$ cat src/rtl/dmux_stream_pkg.sv
// dmux_stream_pkg
// Shared constants for the 4-way streaming demultiplexer:
//   - lane index constants (a..d map to 0..3, matching the in_sel encoding)
//   - default data width and lane FIFO depth
//   - pointer-width helper derived from the FIFO depth
package dmux_stream_pkg;

  localparam int LANE_A = 0;
  localparam int LANE_B = 1;
  localparam int LANE_C = 2;
  localparam int LANE_D = 3;
  localparam int NUM_LANES = 4;

  localparam int DEFAULT_WIDTH = 16;
  localparam int DEFAULT_DEPTH = 2;

  // Pointer width for a FIFO of the given depth; depth must be a power of two.
  function automatic int ptr_width(input int depth);
    return $clog2(depth);
  endfunction

  localparam int DEFAULT_PTR_W = $clog2(DEFAULT_DEPTH);

endpackage

$ cat src/rtl/lane_fifo.sv
// lane_fifo
// Small synchronous FIFO buffering the words of one output lane.
// Ports:
//   clk        system clock, rising edge
//   reset      synchronous active-high reset; empties the FIFO
//   push       write push_data this cycle (ignored while full)
//   push_data  word to write
//   full       count == DEPTH
//   pop        consumer takes the head this cycle (ignored while empty)
//   head_data  oldest entry, forced to 0 while empty
//   not_empty  count != 0
module lane_fifo
  import dmux_stream_pkg::*;
#(
  parameter int WIDTH = DEFAULT_WIDTH,
  parameter int DEPTH = DEFAULT_DEPTH
) (
  input  logic             clk,
  input  logic             reset,
  input  logic             push,
  input  logic [WIDTH-1:0] push_data,
  output logic             full,
  input  logic             pop,
  output logic [WIDTH-1:0] head_data,
  output logic             not_empty
);

  localparam int PTR_W = ptr_width(DEPTH);
  localparam int CNT_W = PTR_W + 1;

  logic [WIDTH-1:0] mem [DEPTH];
  logic [PTR_W-1:0] wr_ptr;
  logic [PTR_W-1:0] rd_ptr;
  logic [CNT_W-1:0] count;
  logic             do_push;
  logic             do_pop;

  assign full      = (count == CNT_W'(DEPTH));
  assign not_empty = (count != '0);

  // A full FIFO refuses a push even if it pops in the same cycle.
  assign do_push = push && !full;
  assign do_pop  = pop && not_empty;

  // Pointers wrap naturally because DEPTH is a power of two.
  always_ff @(posedge clk) begin
    if (reset) begin
      wr_ptr <= '0;
      rd_ptr <= '0;
      count  <= '0;
    end else begin
      if (do_push) wr_ptr <= wr_ptr + 1'b1;
      if (do_pop)  rd_ptr <= rd_ptr + 1'b1;
      case ({do_push, do_pop})
        2'b10:   count <= count + 1'b1;
        2'b01:   count <= count - 1'b1;
        default: count <= count;
      endcase
    end
  end

  // Storage needs no reset; head_data is masked whenever the FIFO is empty.
  always_ff @(posedge clk) begin
    if (do_push && !reset) mem[wr_ptr] <= push_data;
  end

  assign head_data = not_empty ? mem[rd_ptr] : '0;

endmodule

$ cat src/rtl/dmux4way16_stream.sv
// dmux4way16_stream
// Steers a valid/ready word stream to one of four lanes (a..d) selected by
// in_sel; each lane has its own FIFO so a stalled consumer blocks only its lane.
// Ports:
//   clk, reset            clock and synchronous active-high reset
//   in_data, in_sel       word and destination lane (0=a .. 3=d)
//   in_valid, in_ready    producer handshake; in_ready = selected lane not full
//   out_a..out_d          head word of each lane, 0 when the lane is empty
//   out_valid, out_ready  per-lane consumer handshake (bit0 = a .. bit3 = d)
//   idle                  all lanes empty
module dmux4way16_stream
  import dmux_stream_pkg::*;
#(
  parameter int WIDTH = DEFAULT_WIDTH,
  parameter int DEPTH = DEFAULT_DEPTH
) (
  input  logic             clk,
  input  logic             reset,
  input  logic [WIDTH-1:0] in_data,
  input  logic [1:0]       in_sel,
  input  logic             in_valid,
  output logic             in_ready,
  output logic [WIDTH-1:0] out_a,
  output logic [WIDTH-1:0] out_b,
  output logic [WIDTH-1:0] out_c,
  output logic [WIDTH-1:0] out_d,
  output logic [3:0]       out_valid,
  input  logic [3:0]       out_ready,
  output logic             idle
);

  logic [NUM_LANES-1:0] lane_full;
  logic [NUM_LANES-1:0] lane_ne;
  logic [NUM_LANES-1:0] push_en;
  logic [WIDTH-1:0]     head [NUM_LANES];

  // Ready depends only on the select and registered lane state.
  assign in_ready = !lane_full[in_sel];

  // One-hot push enable toward the selected lane on an accepted handshake.
  always_comb begin
    push_en = '0;
    if (in_valid && in_ready) push_en[in_sel] = 1'b1;
  end

  for (genvar i = 0; i < NUM_LANES; i++) begin : g_lane
    lane_fifo #(
      .WIDTH(WIDTH),
      .DEPTH(DEPTH)
    ) u_fifo (
      .clk       (clk),
      .reset     (reset),
      .push      (push_en[i]),
      .push_data (in_data),
      .full      (lane_full[i]),
      .pop       (out_ready[i]),
      .head_data (head[i]),
      .not_empty (lane_ne[i])
    );
  end

  assign out_a     = head[LANE_A];
  assign out_b     = head[LANE_B];
  assign out_c     = head[LANE_C];
  assign out_d     = head[LANE_D];
  assign out_valid = lane_ne;
  assign idle      = (lane_ne == '0);

endmodule

$ cat config.mk
export PLATFORM = sky130hd
export DESIGN_NAME = dmux4way16_stream
export DESIGN_NICKNAME = d
export VERILOG_FILES = /design/src/rtl/dmux_stream_pkg.sv /design/src/rtl/lane_fifo.sv /design/src/rtl/dmux4way16_stream.sv
export SDC_FILE = /design/constraint.sdc
export NUM_CORES = 1
export LEC_CHECK = 0
export CAP_MARGIN = 10
export CORE_AREA = 5 5 100 172
export DETAILED_ROUTE_END_ITERATION = 8
export DIE_AREA = 0 0 105 177
export HOLD_SLACK_MARGIN = 0.15
export PLACE_DENSITY = 0.72
export SLEW_MARGIN = 30
export SYNTH_ARGS = -nofsm -noshare
export SYNTH_HDL_FRONTEND = slang
export SYNTH_HIERARCHICAL = 1
export SYNTH_SLANG_ARGS = --single-unit
$ cat constraint.sdc
create_clock -name clk -period 3.1 [get_ports clk]
set_input_delay 0.775 -clock clk [delete_from_list [all_inputs] [get_ports clk]]
set_output_delay 0.775 -clock clk [all_outputs]
set_load 0.02 [all_outputs]
==> reports/qor.yml <==
r2r_cells: 6
finalMaxSlewViolations: 0
hold_viol: 0
worst_hold_path_type: "reg2reg"
crit_slowest_cell: "clkdlybuf4s50_1"
fin_crit_ps: 2990
gp_congestion: 0.706
gr-total-overflow: 0
numPortBuffers: 94
cts_root_buffer: "clkbuf_16"
viasPerCell: 4.88
cts.sinks: 148
rr_startpoint: "g_lane[1].u_fifo/count[0]"
grt_pass1_wl_mm: 19.3
post_cts_buffers: 0
syn_area_sq_mm: 0.00577
critPathKind: "reg2out"
combPwrFrac_pct: 26.2
critPathMaxFanout: 5
multi_input_area_sq_mm: 0.00145
syn_inst: 384
p_switching_mw: 1.70
slew_headroom_pct: 67.6
final_common_cell: "edfxtp_1"
drc: 0
power_mw: 5.72
outcome: "complete, no violations"
layout_common_cells: "edfxtp_1 (128), clkdlybuf4s50_1 (93), nor2_1 (79)"
r2r_end: "g_lane[1].u_fifo/count[1]"
ys_seq_area_share_pct: 73.5
cp.arrival_ps: 2210
crit_chain: "nor2_1 -> inv_1 -> nor4_1 -> clkdlybuf4s50_1"
die_x_microns: 105
fill_cells: 1343
p_sw_share_pct: 29.7
ys_warn_count: 6
diodes: 0
synth-seq-cells: 148
grt_max_degree: 29
worstSetupStartpointType: "register"
worstSetupEndpointType: "output port"
ff2ff_setup_slack_ps: 930
dp_slack_ps: -164
wl_per_cell_microns: 17.9
fin_skew_ps: 6.04
p_seq_share_pct: 40.0
vias: 3442
setup_ws_ps: 114
hold_path_depth: 2
cts_tree: "done"
setup_viol: 0
antenna_found_initial: 0
fin_util_pct: 48.7
path_clk_slew_ps: 60
dieHeight_microns: 177
pwr_density_cell_mw_per_mm2: 747
cts_buffers: 17
holdWs_ps: 510
ioPinCount: 95
timing.fmax_mhz: 335
synth_cell_types: 22
nets: 533
cts_max_level: 4
layout-drive-gt1-share_pct: 11.6
intPower_mw: 4.02
hp-start: "g_lane[2].u_fifo/rd_ptr"
cts_buffer_depth: 2
start_util_pct: 36.7
tightest_slew_ps: 479
synth_area_per_cell_sq_um: 15.0
fin_crit_sh_pct: 96.3
routed_wl_mm: 12.6
drtIter0Drc: 222
core_area_sq_mm: 0.0157
critical_path_required_ps: 2320
grt_pass1_vias: 3563
grt_usage_pct: 13.9
cap_violations: 0
syn_nets: 413
rows: 61
rsz0062_at_grt: "no"
pwr-share-clk_pct: 33.8
antenna_left: 0
min_to: "g_lane[2].u_fifo/rd_ptr"
area_growth_pct: 32.7
seq_area_sq_mm: 0.00424
peakVddDrop_v: 0.000421
slowest_delay_ps: 640
insertion_delay_ps: 410
die-area_sq_mm: 0.0186
drt_pass1_iterations: 5
dp_hpwl_mm: 9.06
p_leak_nw: 2.53
## registers in the layout, summed over array words and instances, names as in the netlist, named ones only
signal	count
g_lane.u_fifo/mem	128
g_lane.u_fifo/count	8
g_lane.u_fifo/rd_ptr	4
g_lane.u_fifo/wr_ptr	4
## cell type report
cell class / count / share of cell area, %
timing repair buffer: 113 / 14.5
multi-input combinational: 211 / 19.0
clock buffer: 19 / 5.78
sequential: 148 / 55.4
tap: 189 / 3.09
inverter: 13 / 0.637
clock inverter: 13 / 1.65
## power by group through the flow
stage          combinational [mW]  clock (mW)  sequential (mW)
6_report                     1.50        1.93             2.29
5_1_grt                      1.60        2.05             2.30
4_1_cts                      1.52        1.97             2.29
3_5_place_dp                 1.51           0             2.33
3_3_place_gp                 1.49           0             2.32
2_1_floorplan               0.821           0             2.32
## what timing repair did
action	in CTS	in global routing
hold buffers	0	0
endpoints found under the setup margin	1	3
resized for setup	1	1
## cells in the mapped netlist
library cell / instances / share of area (%)
nor3b_1: 5 / 0.65
mux2i_1: 64 / 11
a21oi_1: 8 / 0.69
mux4_2: 1 / 0.39
edfxtp_1: 128 / 67
nor2b_1: 4 / 0.43
nor3_1: 5 / 0.43
nand2_1: 1 / 0.065
xor2_1: 8 / 1.2
nor4_1: 1 / 0.11
nor4bb_1: 1 / 0.17
nor2_1: 80 / 5.2
nand2b_1: 4 / 0.43
dfxtp_1: 20 / 6.9
or3_1: 8 / 0.87
inv_1: 13 / 0.85
buf_4: 4 / 0.52
xnor2_1: 4 / 0.61
nor4b_1: 1 / 0.15
o21ai_0: 12 / 1.0
buf_2: 8 / 0.69
ha_1: 4 / 0.87
## routing by layer
layer,wire (microns),share of wire (%),track usage [%]
met1,4420,35,13.9
met2,7350,58,26.4
met3,686,5.4,3.98
met4,186,1.5,5.39
met5,0,0,0
## metrics by stage
stage,TNS (ps),cell area [sq um],instances
floorplan,0,5770,384
global placement,-163,7090,674
detailed placement,-164,7090,674
CTS,0,7660,706
global route,0,7660,706
finish,0,7660,706
## cells by family after synthesis
| logic type | synth area share [%] |
|---|---|
| AND/OR/NAND/NOR | 8.52 |
| flip-flops | 73.5 |
| XOR/XNOR | 1.82 |
| AO/OA/AOI/OAI | 1.73 |
| buffers and inverters | 2.06 |
| adder cells (fa/ha/maj) | 0.867 |
| multiplexers | 11.5 |
## worst max-delay path, delay by kind of cell, from the launching register on
kind          cells  cell delay, ps
buf+inv           2             800
flops             1             360
simple gates      2             640
## worst max path at each step
stage | start | end | depth (start not counted)
after CTS | g_lane[3].u_fifo/count[0] | idle | 4
after global placement | in_sel[0] | in_ready | 4
after global routing | g_lane[3].u_fifo/count[0] | idle | 4
after detailed placement | in_sel[0] | in_ready | 4
final | g_lane[3].u_fifo/count[0] | idle | 4
after floorplan | in_sel[1] | g_lane[0].u_fifo/mem[1][0] | 3
No activity file was read; power rests on OpenSTA's default activity.
